$ cat src/rtl/spi_3wire_pkg.sv
// Shared types and constants for the 3-wire SPI controller and peripheral.
// Pin idle levels live here so both ends agree on what "quiet" looks like.
package spi_3wire_pkg;

    typedef enum logic [1:0] {
        S_IDLE,
        S_RX,
        S_TX
    } periph_state_t;

    localparam logic SCK_IDLE = 1'b1;
    localparam logic CS_IDLE  = 1'b1;

    function automatic logic is_read_cmd(input logic [7:0] b,
                                         input logic [7:0] cmd,
                                         input logic [7:0] mask);
        return (b & mask) == (cmd & mask);
    endfunction

endpackage

$ cat src/rtl/spi_pin_sync.sv
// Multi-flop synchronizer for one asynchronous pin, plus a history flop
// that turns level changes into single-cycle rise/fall strobes.
module spi_pin_sync #(
    parameter int unsigned STAGES = 2,
    parameter logic        IDLE   = 1'b1
) (
    input  logic clk_i,
    input  logic reset_i,
    input  logic pin_i,
    output logic level_o,
    output logic rise_o,
    output logic fall_o
);

    logic [STAGES-1:0] sync_q;
    logic              hist_q;

    // Preset to the idle level so leaving reset never looks like an edge.
    always_ff @(posedge clk_i) begin
        if (reset_i) begin
            sync_q <= {STAGES{IDLE}};
            hist_q <= IDLE;
        end else begin
            sync_q <= {sync_q[STAGES-2:0], pin_i};
            hist_q <= sync_q[STAGES-1];
        end
    end

    assign level_o = sync_q[STAGES-1];
    assign rise_o  = sync_q[STAGES-1] & ~hist_q;
    assign fall_o  = ~sync_q[STAGES-1] & hist_q;

endmodule

$ cat src/rtl/spi_3wire_peripheral.sv
// Responder side of the shared-DIO SPI link: receives write bytes on sck
// rise and, after a matching read command, drives read bytes on sck fall.
//
//   state  | meaning
//   -------+-----------------------------------------------------------
//   S_IDLE | deselected, DIO released, waiting for a cs_n fall
//   S_RX   | selected, shifting in write bytes on sck rise
//   S_TX   | read command seen, driving tx bits on sck fall
module spi_3wire_peripheral
    import spi_3wire_pkg::*;
#(
    parameter int unsigned SYNC_STAGES = 2,
    parameter logic [7:0]  READ_CMD    = 8'h42,
    parameter logic [7:0]  READ_MASK   = 8'hFF,
    parameter bit          LSB_FIRST   = 1'b0,
    parameter bit          OPEN_DRAIN  = 1'b0
) (
    input  logic       clk,
    input  logic       reset,
    input  logic       sck,
    input  logic       cs_n,
    input  logic       dio_i,
    output logic       dio_o,
    output logic       dio_e,
    output logic       selected,
    output logic [7:0] rx_data,
    output logic       rx_valid,
    output logic       rx_first,
    input  logic [7:0] tx_data,
    input  logic       tx_valid,
    output logic       tx_load,
    output logic       tx_underrun,
    output logic       frame_error
);

    localparam int unsigned     SW          = $clog2(SYNC_STAGES + 2);
    localparam logic [SW-1:0]   SETTLE_DONE = SW'(SYNC_STAGES + 1);

    logic sck_rise, sck_fall, cs_rise, cs_fall, dio_s;
    logic sck_level_unused, cs_level_unused, dio_rise_unused, dio_fall_unused;

    spi_pin_sync #(.STAGES(SYNC_STAGES), .IDLE(SCK_IDLE)) u_sync_sck (
        .clk_i(clk), .reset_i(reset), .pin_i(sck),
        .level_o(sck_level_unused), .rise_o(sck_rise), .fall_o(sck_fall)
    );

    spi_pin_sync #(.STAGES(SYNC_STAGES), .IDLE(CS_IDLE)) u_sync_cs (
        .clk_i(clk), .reset_i(reset), .pin_i(cs_n),
        .level_o(cs_level_unused), .rise_o(cs_rise), .fall_o(cs_fall)
    );

    spi_pin_sync #(.STAGES(SYNC_STAGES), .IDLE(1'b1)) u_sync_dio (
        .clk_i(clk), .reset_i(reset), .pin_i(dio_i),
        .level_o(dio_s), .rise_o(dio_rise_unused), .fall_o(dio_fall_unused)
    );

    periph_state_t  state_q;
    logic [2:0]     bit_cnt_q;
    logic [7:0]     shift_q;
    logic [7:0]     tx_shift_q;
    logic           first_q;
    logic [SW-1:0]  settle_q;
    logic           dio_o_q, dio_e_q, selected_q;
    logic [7:0]     rx_data_q;
    logic           rx_valid_q, rx_first_q, tx_load_q, tx_underrun_q, frame_error_q;

    logic [7:0] rx_next;
    logic [2:0] tx_idx;
    logic       tx_bit;
    logic       load_tx;

    always_comb begin
        rx_next = LSB_FIRST ? {dio_s, shift_q[7:1]} : {shift_q[6:0], dio_s};
        tx_idx  = LSB_FIRST ? bit_cnt_q : 3'd7 - bit_cnt_q;
        tx_bit  = tx_shift_q[tx_idx];
        load_tx = sck_rise && !cs_rise && (bit_cnt_q == 3'd7) &&
                  ((state_q == S_RX && first_q && is_read_cmd(rx_next, READ_CMD, READ_MASK)) ||
                   state_q == S_TX);
    end

    always_ff @(posedge clk) begin
        if (reset) begin
            state_q       <= S_IDLE;
            bit_cnt_q     <= 3'd0;
            shift_q       <= 8'h00;
            tx_shift_q    <= 8'hFF;
            first_q       <= 1'b0;
            settle_q      <= '0;
            dio_o_q       <= 1'b0;
            dio_e_q       <= 1'b0;
            selected_q    <= 1'b0;
            rx_data_q     <= 8'h00;
            rx_valid_q    <= 1'b0;
            rx_first_q    <= 1'b0;
            tx_load_q     <= 1'b0;
            tx_underrun_q <= 1'b0;
            frame_error_q <= 1'b0;
        end else begin
            rx_valid_q    <= 1'b0;
            rx_first_q    <= 1'b0;
            tx_load_q     <= 1'b0;
            tx_underrun_q <= 1'b0;
            frame_error_q <= 1'b0;

            // A cs_n held low across reset flushes through the preset
            // synchronizer as a fall; it must not start a transaction.
            if (settle_q != SETTLE_DONE)
                settle_q <= settle_q + 1'b1;

            if (load_tx) begin
                if (tx_valid) begin
                    tx_shift_q <= tx_data;
                    tx_load_q  <= 1'b1;
                end else begin
                    tx_shift_q    <= 8'hFF;
                    tx_underrun_q <= 1'b1;
                end
            end

            if (cs_rise) begin
                state_q       <= S_IDLE;
                dio_e_q       <= 1'b0;
                selected_q    <= 1'b0;
                bit_cnt_q     <= 3'd0;
                first_q       <= 1'b0;
                frame_error_q <= (bit_cnt_q != 3'd0);
            end else begin
                unique case (state_q)
                    S_IDLE: begin
                        dio_e_q   <= 1'b0;
                        bit_cnt_q <= 3'd0;
                        if (cs_fall && settle_q == SETTLE_DONE) begin
                            state_q    <= S_RX;
                            selected_q <= 1'b1;
                            first_q    <= 1'b1;
                        end
                    end
                    S_RX: begin
                        if (sck_rise) begin
                            shift_q   <= rx_next;
                            bit_cnt_q <= bit_cnt_q + 1'b1;
                            if (bit_cnt_q == 3'd7) begin
                                rx_data_q  <= rx_next;
                                rx_valid_q <= 1'b1;
                                rx_first_q <= first_q;
                                first_q    <= 1'b0;
                                if (load_tx)
                                    state_q <= S_TX;
                            end
                        end
                    end
                    S_TX: begin
                        if (sck_fall) begin
                            dio_e_q <= OPEN_DRAIN ? ~tx_bit : 1'b1;
                            dio_o_q <= OPEN_DRAIN ? 1'b0 : tx_bit;
                        end
                        if (sck_rise)
                            bit_cnt_q <= bit_cnt_q + 1'b1;
                    end
                    default: state_q <= S_IDLE;
                endcase
            end
        end
    end

    assign dio_o       = dio_o_q;
    assign dio_e       = dio_e_q;
    assign selected    = selected_q;
    assign rx_data     = rx_data_q;
    assign rx_valid    = rx_valid_q;
    assign rx_first    = rx_first_q;
    assign tx_load     = tx_load_q;
    assign tx_underrun = tx_underrun_q;
    assign frame_error = frame_error_q;

endmodule
$ cat config.mk
export PLATFORM = sky130hd
export DESIGN_NAME = spi_3wire_peripheral
export DESIGN_NICKNAME = d
export VERILOG_FILES = /design/src/rtl/spi_3wire_pkg.sv /design/src/rtl/spi_pin_sync.sv /design/src/rtl/spi_3wire_peripheral.sv
export SDC_FILE = /design/constraint.sdc
export NUM_CORES = 1
export LEC_CHECK = 0
export CAP_MARGIN = 40
export CORE_MARGIN = 2
export CORE_UTILIZATION = 35
export CTS_BUF_LIST = sky130_fd_sc_hd__clkbuf_8
export CTS_CLUSTER_SIZE = 12
export DETAILED_ROUTE_END_ITERATION = 12
export MAX_ROUTING_LAYER = met4
export PLACE_DENSITY = 0.62
export SLEW_MARGIN = 25
export SYNTH_ARGS = -nofsm -noshare
export SYNTH_HDL_FRONTEND = slang
export SYNTH_SLANG_ARGS = --single-unit
$ cat constraint.sdc
create_clock -name clk -period 1.6 [get_ports clk]
set_input_delay 0.16 -clock clk [delete_from_list [all_inputs] [get_ports clk]]
set_output_delay 0.16 -clock clk [all_outputs]
set_load 0.03 [all_outputs]
=== After elaboration in Yosys (flattened, before gate mapping) ===
Cells that the tools add are included.

* Bits in registers: 47
* Output and inout bits: 16

* Bitwise operators: 14
* Mux-type cells: 19
* Equality and inequality tests: 12
* Add/subtract/negate cells: 3
* Order comparisons: 1
* Reductions and logical operators: 27

{| class="wikitable"
|+ Operators by type and width
! cell !! number
|-
| $ne A2 B2 Y1 const B || 5
|-
| $not A1 Y1 || 10
|-
| $eq A8 B7 Y1 const B || 1
|-
| $mux W1 || 8
|-
| $mux W2 || 4
|-
| $mux W8 || 1
|-
| $reduce_and A4 Y1 || 2
|-
| $reduce_or A2 Y1 || 4
|-
| $logic_and A1 B1 Y1 || 6
|-
| $pmux W2 S3 || 1
|-
| $pmux W3 S2 || 1
|-
| $reduce_and A2 Y1 || 3
|-
| $reduce_and A3 Y1 || 2
|-
| $reduce_bool A2 Y1 || 3
|-
| $reduce_and A5 Y1 || 1
|-
| $reduce_or A5 Y1 || 1
|-
| $and A1 B1 Y1 || 4
|-
| $eq A2 B2 Y1 const B || 2
|-
| $lt A3 B4 Y1 const B || 1
|-
| $ne A2 B1 Y1 const B || 2
|-
| $pmux W1 S2 || 2
|-
| $reduce_or A4 Y1 || 1
|-
| $add A3 B1 Y3 const B || 1
|-
| $bmux W1 S3 || 1
|-
| 9 further kinds || 9
|}

=== Longest topological paths before layout ===
Gate-level depths: netlist (run 1).

* Depth after elaboration: 10
* Gate-level depth with buffers: 7

=== Modules after synthesis ===
A second synthesis (run 1) with hierarchy kept.

* Cell total of the unflattened synthesis: 197
* Area total of the unflattened synthesis: 1994.4 µm²

{| class="wikitable"
|+ Modules (own cells, without submodules)
! module !! sequential area each (µm²) !! area an instance (µm²) !! times used !! cells each
|-
| spi_3wire_peripheral || 780.7 || 1716.6 || 1 || 173
|-
| spi_pin_sync || 60.1 || 92.6 || 3 || 8
|}

=== Worst setup path after synthesis (run 1) ===
OpenSTA, ideal clock, no wires.

* Path type: reg2reg
* Start: reg state_q[1]
* End: reg rx_data_q[7] (netlist: rx_data[7])
* Data arrival time: 1.407 ns
* Period minus slack after synthesis: 1.535 ns
* Stages on the path, launching flop included: 8
* Required time: 1.472 ns
* Setup time: 0.128 ns
* Path slack: 0.065 ns
* Cells stage by stage: dfxtp_1 -> inv_1 -> ha_1 -> nand3_4 -> or2_1 -> buf_6 -> mux2i_1 -> nor2_1

* Cells in the longest elaborated chain, start to end: 2

{| class="wikitable"
|+ Ends and longest elaborated chain
! element !! line !! source
|-
| start: declaration || spi_3wire_peripheral.sv:57 || <nowiki>periph_state_t state_q;</nowiki>
|-
| start signal: assignment || spi_3wire_peripheral.sv:83 || <nowiki>state_q <= S_IDLE;</nowiki>
|-
| start signal: assignment || spi_3wire_peripheral.sv:121 || <nowiki>state_q <= S_IDLE;</nowiki>
|-
| start signal: assignment || spi_3wire_peripheral.sv:133 || <nowiki>state_q <= S_RX;</nowiki>
|-
| $eq A2 B1 Y1 || spi_3wire_peripheral.sv:128 || <nowiki>unique case (state_q)</nowiki>
|-
| $reduce_and A4 Y1 (no line) || -- ||
|-
| end signal: assignment || spi_3wire_peripheral.sv:143 || <nowiki>rx_data_q <= rx_next;</nowiki>
|-
| end: declaration || spi_3wire_peripheral.sv:64 || <nowiki>logic [7:0] rx_data_q;</nowiki>
|}

Every way passes these cells.
A chain may end at the register's enable or synchronous reset.

=== Worst setup path in the final report (run 1) ===
* Start: reg shift_q[6]
* End: reg state_q[0]

* Cells in the longest elaborated chain, start to end: 6

{| class="wikitable"
|+ Ends and longest elaborated chain
! element !! line !! source
|-
| start: declaration || spi_3wire_peripheral.sv:59 || <nowiki>logic [7:0] shift_q;</nowiki>
|-
| start signal: assignment || spi_3wire_peripheral.sv:140 || <nowiki>shift_q <= rx_next;</nowiki>
|-
| $eq A8 B7 Y1 || spi_3wire_pkg.sv:17 || <nowiki>return (b & mask) == (cmd & mask);</nowiki>
|-
| $logic_and A1 B1 Y1 || spi_3wire_peripheral.sv:77 || <nowiki>((state_q == S_RX && first_q && is_read_cmd(rx_next, READ_CMD, READ_MASK)) ||</nowiki>
|-
| $logic_or A1 B1 Y1 || spi_3wire_peripheral.sv:77 ||
|-
| $logic_and A1 B1 Y1 || spi_3wire_peripheral.sv:76 || <nowiki>load_tx = sck_rise && !cs_rise && (bit_cnt_q == 3'd7) &&</nowiki>
|-
| $ne A2 B2 Y1 (no line) || -- ||
|-
| $reduce_and A5 Y1 (no line) || -- ||
|}

Every way passes these cells.

==> reports/results.tsv, run 1 <==
metric	value	unit
initial antenna violation count	0	
# setup viols final	0	
leakage power	1.07	nW
nets	251	
CP Cell Sequence	nand4b_1 > or3_4 > o31a_1 > o21ai_1 > a21oi_1	
Hold Crit Start	u_sync_dio.sync_q[0]$_SDFF_PP1_	
Fin Clk Skew	0.00604	ns
gpl congestion	0.880	
Power Dens Cells	860	nW/um^2
HP Class	flip-flop to flip-flop	
Period Utilization, post-route	93.4	%
Post-synth EDFFs	0	
Crit path required time	1.79	ns
Seq/Total Area, Yosys	48.9	%
Distinct cells, synth	35	
cell area after synthesis	1920	sq um
CTS Sinks	47	
DRC viols	0	
Ports	30	
layout cells sized above 1	14.3	%
Vias per Instance	4.60	
RR Endpoint	state_q[0]$_SDFFE_PP0P_	
cell with the most instances after synthesis	dfxtp_1	
core area	5200	sq um
relative slew slack	78.2	%
Slowest cell on crit path	or3_4	
Arr. time, crit path	1.69	ns
Area Overhead vs Synth	25.6	%
FFs w/ async S/R, synth	0	%
fillers	513	
Psw	0.000485	W
Rows	26	
CP Max Fanout	3	
FMAX	669	MHz
synth cell count leaders	47 x dfxtp_1, 41 x nor2_1, 26 x mux2i_1	
Post-Syn Area per Cell	10.1	sq um
n_diodes	0	
Most Crowded Layer GR	met2	
initial core utilization	37.0	%
DP HPWL	2430	um
Post-DRT Antenna Nets	0	
FF-to-FF setup slack	0.11	ns
Worst path max stage delay	0.37	ns
final instance area	2420	sq um
critical path's top delay family	simple AND/OR/NAND/NOR gates	
vias	1380	
Setup CP Type	flip-flop to flip-flop	
Worst-Margin Slew	0.326	ns
setup_tns	0	ns
clock power share	32.0	%
#FFs+latches synth	47	
placed cell areas	2330	sq um
synth top area cells	dfxtp_1 49%, mux2i_1 14%, nor2_1 8.0%, ha_1 5.2%, or2_2 2.6%	
Post-CTS Setup Bufs	0	
R2R Path Start	shift_q[6]$_SDFFE_PP0P_	
Tot Pwr	0.00208	W
switching power share of the total	23.4	%
M2 GR Usage	18.3	%
Reg power frac	58.5	%
Die W	78.2	um
Final Max Slew Viols	0	
R2R cell count	5	
P_int	0.00159	W
ys flop type	dfxtp_1	
max cap viols	0	
post-layout util	46.4	%
RSZ-0062 raised after global routing	false	
largest net degree at the start of global routing	27	
synthesized netlist cell count	191	
final hold vios	0	
clk slew on worst S/H paths	0.08	ns
# H-tree levels	2	
met3 usage	4.71	%
first-pass GRT wire length	5760	um
drt first-iter violations	100	
gr ovfl total	0	
CTS tree	done	
DRT Pass-1 Iters	4	
grt met1 use	15.5	%
GRT Overall Usage	12.4	%
Synth Warn #	0	
Die Ht	78.2	um
Hold Path Stages	1	
CP Buf/Inv Count	0	
CTS root buf	clkbuf_8	
final wirelength	3330	um
Max IR drop VDD	0.000519	V
Yosys top cell by area	dfxtp_1	
hold endpoint	u_sync_dio.sync_q[1]$_SDFF_PP1_	
Post-Syn Nets	213	
Inserted Clock Buffers	5	
clk_lat worst skew	0.29	ns
crit start category	flip-flop	
status	finished clean	
die area	6110	sq um
WL/cell	11.1	um
clk buf depth	2	
vias in the first global route	1267	
post-layout min period	1.49	ns
part of the power in combinational logic	9.5	%
crit end category	flip-flop	
post-synth top area share	48.9	%
Port Buffer Count	29	
-- worst max-delay path by stage --
stage	startpoint	end	cells after the start
after floorplan	state_q[1]$_SDFFE_PP0P_	rx_data[7]$_SDFFE_PP0P_	7
after global placement	state_q[1]$_SDFFE_PP0P_	rx_data[7]$_SDFFE_PP0P_	6
after detailed placement	state_q[1]$_SDFFE_PP0P_	rx_data[7]$_SDFFE_PP0P_	6
after CTS	state_q[1]$_SDFFE_PP0P_	rx_data[7]$_SDFFE_PP0P_	6
after global routing	state_q[1]$_SDFFE_PP0P_	tx_shift_q[3]$_SDFFE_PP1P_	6
final	shift_q[6]$_SDFFE_PP0P_	state_q[0]$_SDFFE_PP0P_	5
-- stage by stage --
step	hold WS, ns	cells	setup slack (ns)
detailed placement	0.395	292	0.0465
global placement	0.391	292	0.103
CTS	0.412	300	0.0384
global route	0.417	300	0.0208
finish	0.410	300	0.106
floorplan	0.239	191	0.0652
-- power by group through the flow --
stage | Sequential, W | Combinational, W | Clock (W)
floorplan | 0.00124 | 0.000130 | 0
global placement | 0.00124 | 0.000196 | 0
detailed placement | 0.00124 | 0.000199 | 0
CTS | 0.00122 | 0.000200 | 0.000689
global route | 0.00122 | 0.000225 | 0.000735
finish | 0.00122 | 0.000197 | 0.000664
-- cell families after synthesis --
group	synth area share [%]
buf+inv	2.73
simple gates	21.0
mux	15.9
compound gates	5.85
xor+xnor	0.455
fa+ha+maj	5.20
flops	48.9
-- final cells by class --
| class | count | area, sq um | share of cell area, % |
|---|---|---|---|
| multi-input combinational | 132 | 933 | 38.6 |
| tap | 70 | 87.6 | 3.63 |
| timing repair buffer | 37 | 350 | 14.5 |
| sequential | 47 | 941 | 38.9 |
| inverter | 6 | 22.5 | 0.932 |
| clock buffer | 5 | 68.8 | 2.85 |
| clock inverter | 3 | 12.5 | 0.518 |
-- what timing repair did --
item / 4_1_cts / 5_1_grt
gates resized for setup: 0 / 2
endpoints found under the setup margin: 0 / 8
hold buffers: 0 / 0
endpoints found under the hold margin: 0 / 0
-- sequential cells by signal, summed over array words and instances (netlist names), 2 cells and up --
signal	cells
u_sync_sck.sync_q	2
rx_data	8
bit_cnt_q	3
shift_q	7
settle_q	2
state_q	2
u_sync_cs.sync_q	2
tx_shift_q	8
u_sync_dio.sync_q	2
-- metal layers --
metal / vias to the layer above / part of all wire (%)
li1: 719 / -
met1: 628 / 49
met2: 27 / 44
met3: 6 / 5.3
met4: 0 / 1.5
met5: - / 0
-- cell usage in the layout (no fill, tap or decap), types with 2 or more instances in the layout --
cell,count
dfxtp_1,47
clkdlybuf4s50_1,29
nand2_1,5
nand3_1,3
nand2b_1,2
a22oi_1,3
nor3_1,3
a21oi_1,5
nor2b_1,2
mux2i_1,26
or2_2,8
and2_1,3
mux4_2,2
nand3b_1,2
o21ai_1,2
inv_1,8
clkbuf_8,5
o21ai_0,2
ha_1,8
buf_4,8
nor2_1,41
Note: power is estimated with default switching activity, not from simulation.
==> run 2: changes to the inputs <==
--- a/config.mk
+++ b/config.mk
@@ -11,6 +11,7 @@
 export CTS_BUF_LIST = sky130_fd_sc_hd__clkbuf_8
 export CTS_CLUSTER_SIZE = 12
 export DETAILED_ROUTE_END_ITERATION = 12
+export HOLD_SLACK_MARGIN = 0.06
 export MAX_ROUTING_LAYER = met4
 export PLACE_DENSITY = 0.62
 export SLEW_MARGIN = 25
==> results of run 2 <==
The final DEF is identical to that of run 1; final timing and power are the same.
